`src/rtl/alu_serial_addsub_if.sv`:
```
// ----------------------------------------------------------------------------
// alu_serial_addsub_if
// Handshake and data bundle for the serial 32-bit adder/subtractor.
//   start    : request, sampled when the unit is not busy
//   sub      : 1 = a - b, 0 = a + b (captured with start)
//   a, b     : operands (captured with start)
//   busy     : computation in progress
//   done     : one-cycle pulse, result and flags freshly updated
//   result   : sum or difference
//   negative : result[31]
//   zero     : result == 0
//   overflow : signed overflow
//   carry    : carry out of bit 31 (for sub, 1 = no borrow)
//   ovf_trap : (only with ALU_OVF_TRAP_EN) pulse with done on signed overflow
// Modports: master drives the request side, slave is the arithmetic unit.
// ----------------------------------------------------------------------------
interface alu_serial_addsub_if;
    logic        start;
    logic        sub;
    logic [31:0] a;
    logic [31:0] b;
    logic        busy;
    logic        done;
    logic [31:0] result;
    logic        negative;
    logic        zero;
    logic        overflow;
    logic        carry;
`ifdef ALU_OVF_TRAP_EN
    logic        ovf_trap;
`endif

`ifdef ALU_OVF_TRAP_EN
    modport master (
        output start, sub, a, b,
        input  busy, done, result, negative, zero, overflow, carry, ovf_trap
    );
    modport slave (
        input  start, sub, a, b,
        output busy, done, result, negative, zero, overflow, carry, ovf_trap
    );
`else
    modport master (
        output start, sub, a, b,
        input  busy, done, result, negative, zero, overflow, carry
    );
    modport slave (
        input  start, sub, a, b,
        output busy, done, result, negative, zero, overflow, carry
    );
`endif
endinterface

```
`src/rtl/alu_serial_addsub.sv`:
```
// ----------------------------------------------------------------------------
// alu_serial_addsub
// Multi-cycle 32-bit adder/subtractor processing SLICE bits per clock.
// Latency from the start edge to done is N = 32/SLICE cycles; a start seen
// in the DONE cycle chains the next operation (one result per N+1 cycles).
//
// Ports:
//   clk    : rising-edge system clock
//   reset  : synchronous, active-high
//   bus    : alu_serial_addsub_if.slave (start/sub/a/b in,
//            busy/done/result/negative/zero/overflow/carry out)
//
// Optional feature macro: ALU_OVF_TRAP_EN adds bus.ovf_trap, a pulse
// coincident with done whenever the result overflowed.
//
// state | meaning
// ------+-------------------------------------------------------------
// IDLE  | waiting for start; outputs hold the last result
// RUN   | one slice per edge, counter selects the slice
// DONE  | one cycle, done = 1; start here chains a new operation
// ----------------------------------------------------------------------------
module alu_serial_addsub #(
    parameter int SLICE = 8,
    parameter int WIDTH = 32
) (
    input  logic                 clk,
    input  logic                 reset,
    alu_serial_addsub_if.slave   bus
);
    localparam int N  = 32 / SLICE;
    localparam int CW = (N > 1) ? $clog2(N) : 1;
    localparam logic [CW-1:0] LAST = CW'(N - 1);

    if (WIDTH != 32) begin : g_bad_width
        $error("alu_serial_addsub: WIDTH must be 32");
    end
    if (SLICE != 1 && SLICE != 2 && SLICE != 4 && SLICE != 8 &&
        SLICE != 16 && SLICE != 32) begin : g_bad_slice
        $error("alu_serial_addsub: SLICE must be 1, 2, 4, 8, 16 or 32");
    end

    typedef enum logic [1:0] {
        S_IDLE = 2'd0,
        S_RUN  = 2'd1,
        S_DONE = 2'd2
    } state_t;

    state_t          state;
    state_t          state_next;
    logic [CW-1:0]   cnt;
    logic [31:0]     op_a;
    logic [31:0]     op_b;       // b, or ~b for subtraction
    logic            cy;         // carry between slices
    logic [31:0]     res;
    logic            neg_q;
    logic            zero_q;
    logic            ovf_q;
    logic            carry_q;

    logic            accept;
    logic            last_slice;
    logic [SLICE-1:0] sl_a;
    logic [SLICE-1:0] sl_b;
    logic [SLICE-1:0] sl_sum;
    logic            sl_cout;
    logic            c_into_msb;
    logic [31:0]     res_merged;

    // Datapath for the current slice
    always_comb begin
        accept     = bus.start && (state != S_RUN);
        last_slice = (state == S_RUN) && (cnt == LAST);
        sl_a       = op_a[cnt*SLICE +: SLICE];
        sl_b       = op_b[cnt*SLICE +: SLICE];
        {sl_cout, sl_sum} = {1'b0, sl_a} + {1'b0, sl_b} + {{SLICE{1'b0}}, cy};
        // Sum bit = a ^ b ^ carry_in, so the carry into the MSB falls out
        // of the top bit of the final slice.
        c_into_msb = sl_a[SLICE-1] ^ sl_b[SLICE-1] ^ sl_sum[SLICE-1];
        res_merged = res;
        res_merged[cnt*SLICE +: SLICE] = sl_sum;
    end

    always_comb begin
        state_next = state;
        case (state)
            S_IDLE:  if (accept) state_next = S_RUN;
            S_RUN:   if (cnt == LAST) state_next = S_DONE;
            S_DONE:  state_next = accept ? S_RUN : S_IDLE;
            default: state_next = S_IDLE;
        endcase
    end

    always_ff @(posedge clk) begin
        if (reset) state <= S_IDLE;
        else       state <= state_next;
    end

    always_ff @(posedge clk) begin
        if (reset) begin
            cnt     <= '0;
            op_a    <= '0;
            op_b    <= '0;
            cy      <= 1'b0;
            res     <= '0;
            neg_q   <= 1'b0;
            zero_q  <= 1'b1;
            ovf_q   <= 1'b0;
            carry_q <= 1'b0;
        end else if (accept) begin
            op_a <= bus.a;
            op_b <= bus.sub ? ~bus.b : bus.b;
            cy   <= bus.sub;   // +1 completes the two's complement of b
            cnt  <= '0;
        end else if (state == S_RUN) begin
            res <= res_merged;
            cy  <= sl_cout;
            cnt <= cnt + 1'b1;
            if (last_slice) begin
                carry_q <= sl_cout;
                ovf_q   <= c_into_msb ^ sl_cout;
                neg_q   <= sl_sum[SLICE-1];
                zero_q  <= (res_merged == 32'd0);
            end
        end
    end

`ifdef ALU_OVF_TRAP_EN
    logic trap_q;
    always_ff @(posedge clk) begin
        if (reset) trap_q <= 1'b0;
        else       trap_q <= last_slice && (c_into_msb ^ sl_cout);
    end
    assign bus.ovf_trap = trap_q;
`endif

    assign bus.busy     = (state == S_RUN);
    assign bus.done     = (state == S_DONE);
    assign bus.result   = res;
    assign bus.negative = neg_q;
    assign bus.zero     = zero_q;
    assign bus.overflow = ovf_q;
    assign bus.carry    = carry_q;

endmodule

```
`src/flat_wrapper.sv`:
```
// flat-port wrapper written by rule: the top's interface ports become plain ports
module alu_serial_addsub_flat 
#(
    parameter int SLICE = 8,
    parameter int WIDTH = 32
)
  (clk, reset, bus_start, bus_sub, bus_a, bus_b, bus_busy, bus_done, bus_result, bus_negative, bus_zero, bus_overflow, bus_carry);
  alu_serial_addsub_if bus_i ();
  input  logic clk;
  input  logic reset;
  input wire logic [$bits(bus_i.start)-1:0] bus_start;
  input wire logic [$bits(bus_i.sub)-1:0] bus_sub;
  input wire logic [$bits(bus_i.a)-1:0] bus_a;
  input wire logic [$bits(bus_i.b)-1:0] bus_b;
  output wire logic [$bits(bus_i.busy)-1:0] bus_busy;
  output wire logic [$bits(bus_i.done)-1:0] bus_done;
  output wire logic [$bits(bus_i.result)-1:0] bus_result;
  output wire logic [$bits(bus_i.negative)-1:0] bus_negative;
  output wire logic [$bits(bus_i.zero)-1:0] bus_zero;
  output wire logic [$bits(bus_i.overflow)-1:0] bus_overflow;
  output wire logic [$bits(bus_i.carry)-1:0] bus_carry;
  assign bus_i.start = bus_start;
  assign bus_i.sub = bus_sub;
  assign bus_i.a = bus_a;
  assign bus_i.b = bus_b;
  assign bus_busy = bus_i.busy;
  assign bus_done = bus_i.done;
  assign bus_result = bus_i.result;
  assign bus_negative = bus_i.negative;
  assign bus_zero = bus_i.zero;
  assign bus_overflow = bus_i.overflow;
  assign bus_carry = bus_i.carry;
  alu_serial_addsub #(.SLICE(SLICE), .WIDTH(WIDTH)) u_core (.clk(clk), .reset(reset), .bus(bus_i));
endmodule
```
`config.mk`:
```
export PLATFORM = sky130hd
export DESIGN_NAME = alu_serial_addsub_flat
export DESIGN_NICKNAME = d
export VERILOG_FILES = /design/src/rtl/alu_serial_addsub_if.sv /design/src/rtl/alu_serial_addsub.sv /design/src/flat_wrapper.sv
export SDC_FILE = /design/constraint.sdc
export NUM_CORES = 1
export LEC_CHECK = 0
export ABC_AREA = 1
export CELL_PAD_IN_SITES_DETAIL_PLACEMENT = 0
export CELL_PAD_IN_SITES_GLOBAL_PLACEMENT = 1
export CORE_ASPECT_RATIO = 1.4
export CORE_MARGIN = 2
export CORE_UTILIZATION = 37
export DETAILED_ROUTE_END_ITERATION = 16
export PLACE_DENSITY = 0.83
export SLEW_MARGIN = 25
export SYNTH_ARGS = -nofsm -noshare
export SYNTH_HDL_FRONTEND = slang
export SYNTH_SLANG_ARGS = --single-unit
export TNS_END_PERCENT = 50
```
`constraint.sdc`:
```
create_clock -name clk -period 3.85 [get_ports clk]
set_input_delay 0.385 -clock clk [delete_from_list [all_inputs] [get_ports clk]]
set_output_delay 0.385 -clock clk [all_outputs]
set_load 0.02 [all_outputs]
```
==> reports/summary.txt <==
Critical R2R Capture = u_core.bus.zero
GP Congestion = 0.878
CTS root buffer = clkbuf_16
Worst flop-to-flop path startpoint = u_core.cnt[0]
GRT Residual Overflow = 0
Cells after Synth = 788
Via count = 5237
Min Tclk post-route = 3.09 ns
Post-Syn Area = 5460 sq um
Setup Crit Path Kind = flip-flop to flip-flop
Final ANT Viol Nets = 0
Clk_lat worst skew = 0.35 ns
Drt wl/cell = 14.6 um
Die height = 148 um
Initial drt markers = 255
Largest net degree at the start of global routing = 57
Area Growth Syn to Fin = 26.9%
Via density per instance = 4.94
Sink of the worst hold path = u_core.op_b[1]
Core Footprint = 14400 sq um
Clock buffer depth = 2
Sequential Power Share = 42.6%
Fin nets = 949
Layout Skew = 0.00456 ns
P_leak = 3.01 nW
Yosys warns = 0
HP Start = u_core.op_b[1]
Clock sinks = 105
Crit path DAT = 3.38 ns
Hold Fails Final Rpt = 0
Post-DP HPWL = 11.6 mm
Max_cap viols = 0
Ant. Diodes = 0
Met2 wire len = 8.19 mm
Outcome = finished clean
Combinational Power Share = 24.4%
Worst slew pin tran = 0.923 ns
Clock power share = 33.0%
Net Sw Frac = 31.3%
Fmax = 324 MHz
Postcts setup bufs = 0
Tcrit/Tclk final = 80.2%
Row count = 52
Reg clk slew, reported paths = 0.07 ns
Share of post-route cells with drive strength above 1 = 5.17%
Seq cells post-synth = 105
Hold Path Depth = 2
Global router's overall resource usage = 20.3%
Register area = 2100 sq um
Peak VDD IR = 0.216 mV
Ports = 106
Placed cell count = 1044
First-pass DRT Iterations = 5
Post-Syn Area per Cell = 6.92 sq um
Top routing layer used = met4
Type of the most critical hold path = flip-flop to flip-flop
EDFF count, synth = 0
Initial core utilization = 37.8%
Worst R2R Setup Slack = 0.76 ns
Filler instances = 1514
R2r worst-path depth = 18
P_sw = 0.000908 W
Power Density = 420 nW/um^2
Worst setup EP type = flip-flop
Critical Path RT = 4.15 ns
Final instance count without filler cells = 1060
Hold buffers post-CTS = 0
Slew headroom = 38.5%
Seq/Total Area, Yosys = 38.5%
Vias in the first global route = 5027
Fin Setup TNS = 0 ns
Slew Viols, Final = 0
Multi-input logic area = 2820 sq um
CTS tree = done
Met3 wire length = 628 um
IO buf count = 105
Final setup fails = 0
Wl on met1 = 6.30 mm
DIE WIDTH = 107 um
Post-synthesis async set-or-reset flop share = 0%
First-pass GRT wire length = 25.2 mm
Synth Net Count = 871
H-tree Lvls = 3
Internal Power = 0.00200 W
Yosys cell types = 35
CP max FO = 51
Final WL = 15.5 mm
RSZ-0062 raised after global routing = no
Die ar. = 15700 sq um
Initial antenna violation count = 0
DRC = 0
CTS buffer count = 9
Crit path launch type = flip-flop
Ys flop type = dfxtp_1
CTS resizes = 0
power groups by stage:
stage / Clock (W) / Sequential [W] / Combinational (W)
2_1_floorplan: 0 / 0.00128 / 0.000424
3_3_place_gp: 0 / 0.00126 / 0.000705
3_5_place_dp: 0 / 0.00126 / 0.000709
4_1_cts: 0.000971 / 0.00124 / 0.000711
5_1_grt: 0.00102 / 0.00125 / 0.000795
6_report: 0.000959 / 0.00124 / 0.000707
layout make-up:
cell class | count | share of cell area, %
clock inverters | 6 | 1.05
clock buffers | 10 | 3.45
flip-flops and latches | 105 | 30.4
repair buffers | 113 | 16.0
well taps | 189 | 3.42
multi-input cells | 544 | 40.7
inverters | 93 | 5.04
per-stage QoR:
| stage | power (W) | cell area (sq um) | setup WS [ns] | utilization (%) | hold slack [ns] |
|---|---|---|---|---|---|
| global route | 0.00306 | 6920 | 0.450 | 47.9 | 0.509 |
| detailed placement | 0.00197 | 6610 | 0.828 | 45.8 | 0.461 |
| finish | 0.00290 | 6920 | 0.763 | 47.9 | 0.464 |
| floorplan | 0.00170 | 5460 | 0.982 | - | 0.431 |
| CTS | 0.00292 | 6920 | 0.820 | 47.9 | 0.471 |
| global placement | 0.00197 | 6610 | 0.877 | 45.8 | 0.457 |
synth_stat cells, types with 4 or more instances:
master / count / share of area [%]
a211oi_1: 10 / 1.4
a21oi_1: 20 / 1.8
buf_1: 6 / 0.41
buf_2: 13 / 1.2
clkbuf_1: 27 / 1.9
dfxtp_1: 105 / 39
ha_1: 13 / 3.0
inv_1: 80 / 5.5
inv_2: 12 / 0.83
nand2_1: 94 / 6.5
nand3_1: 51 / 4.7
nand4_1: 10 / 1.1
nor2_1: 149 / 10
o211ai_1: 14 / 1.9
o21ai_0: 110 / 10
o21ai_1: 4 / 0.37
o22ai_1: 16 / 1.8
xnor2_1: 31 / 5.0
routing by layer:
| metal | track usage, % | vias up |
|---|---|---|
| li1 | - | 2730 |
| met1 | 23.2 | 2340 |
| met2 | 37.6 | 141 |
| met3 | 3.13 | 26 |
| met4 | 7.47 | 0 |
| met5 | 0 | - |
placed cells by master (no fill, tap or decap), drive strengths merged, types with 3 or more instances in the layout:
cell,instances
nor2,151
o21ai,114
dfxtp,105
clkdlybuf4s50,104
nand2,96
inv,94
nand3,52
xnor2,31
a21oi,22
o22ai,16
o211ai,14
ha,13
a211oi,10
nand4,10
clkbuf,10
buf,9
clkinv,3
flip-flops by register name, summed over array words and instances, names as in the netlist:
signal / count
u_core.bus.result: 32
u_core.op_b: 32
u_core.cy: 1
u_core.bus.negative: 1
u_core.bus.zero: 1
u_core.bus.carry: 1
u_core.op_a: 32
u_core.state: 2
u_core.cnt: 2
u_core.bus.overflow: 1
critical path, cell delays in order, from the launching register on:
cell,delay (ns)
dfxtp_1,0.35
buf_4,0.44
o21ai_0,0.18
o22ai_1,0.22
fa_1,0.23
inv_1,0.05
fa_1,0.52
inv_1,0.07
nand2_1,0.06
o21ai_0,0.11
nor2_1,0.12
nand3_1,0.08
nor2_1,0.10
nand2_1,0.05
nor2_1,0.12
nand3_1,0.08
nor2_1,0.11
nand3_1,0.07
nand2_1,0.06
cell families (layout without fill, tap and decap cells):
logic type / Yosys count / in the layout / share of synthesized area (%)
AOI/OAI and AO/OA: 184 / 184 / 18.9
xor gates and xnor gates: 33 / 33 / 5.30
adders and majority gates: 15 / 15 / 3.72
buffers and inverters: 139 / 222 / 9.86
DFF: 105 / 105 / 38.5
and+or+nand+nor: 312 / 312 / 23.7
worst max path at each step:
| stage | startpoint | end | slack (ns) | depth (start not counted) |
|---|---|---|---|---|
| finish | u_core.cnt[0] | u_core.bus.zero | 0.76 | 18 |
| global route | u_core.cnt[0] | u_core.bus.zero | 0.45 | 19 |
| CTS | u_core.cnt[0] | u_core.bus.zero | 0.82 | 19 |
| detailed placement | u_core.cnt[0] | u_core.bus.zero | 0.83 | 17 |
| global placement | u_core.cnt[0] | u_core.bus.zero | 0.88 | 17 |
| floorplan | u_core.cnt[0] | u_core.bus.zero | 0.98 | 20 |
Power figures use the tool's default switching activity.
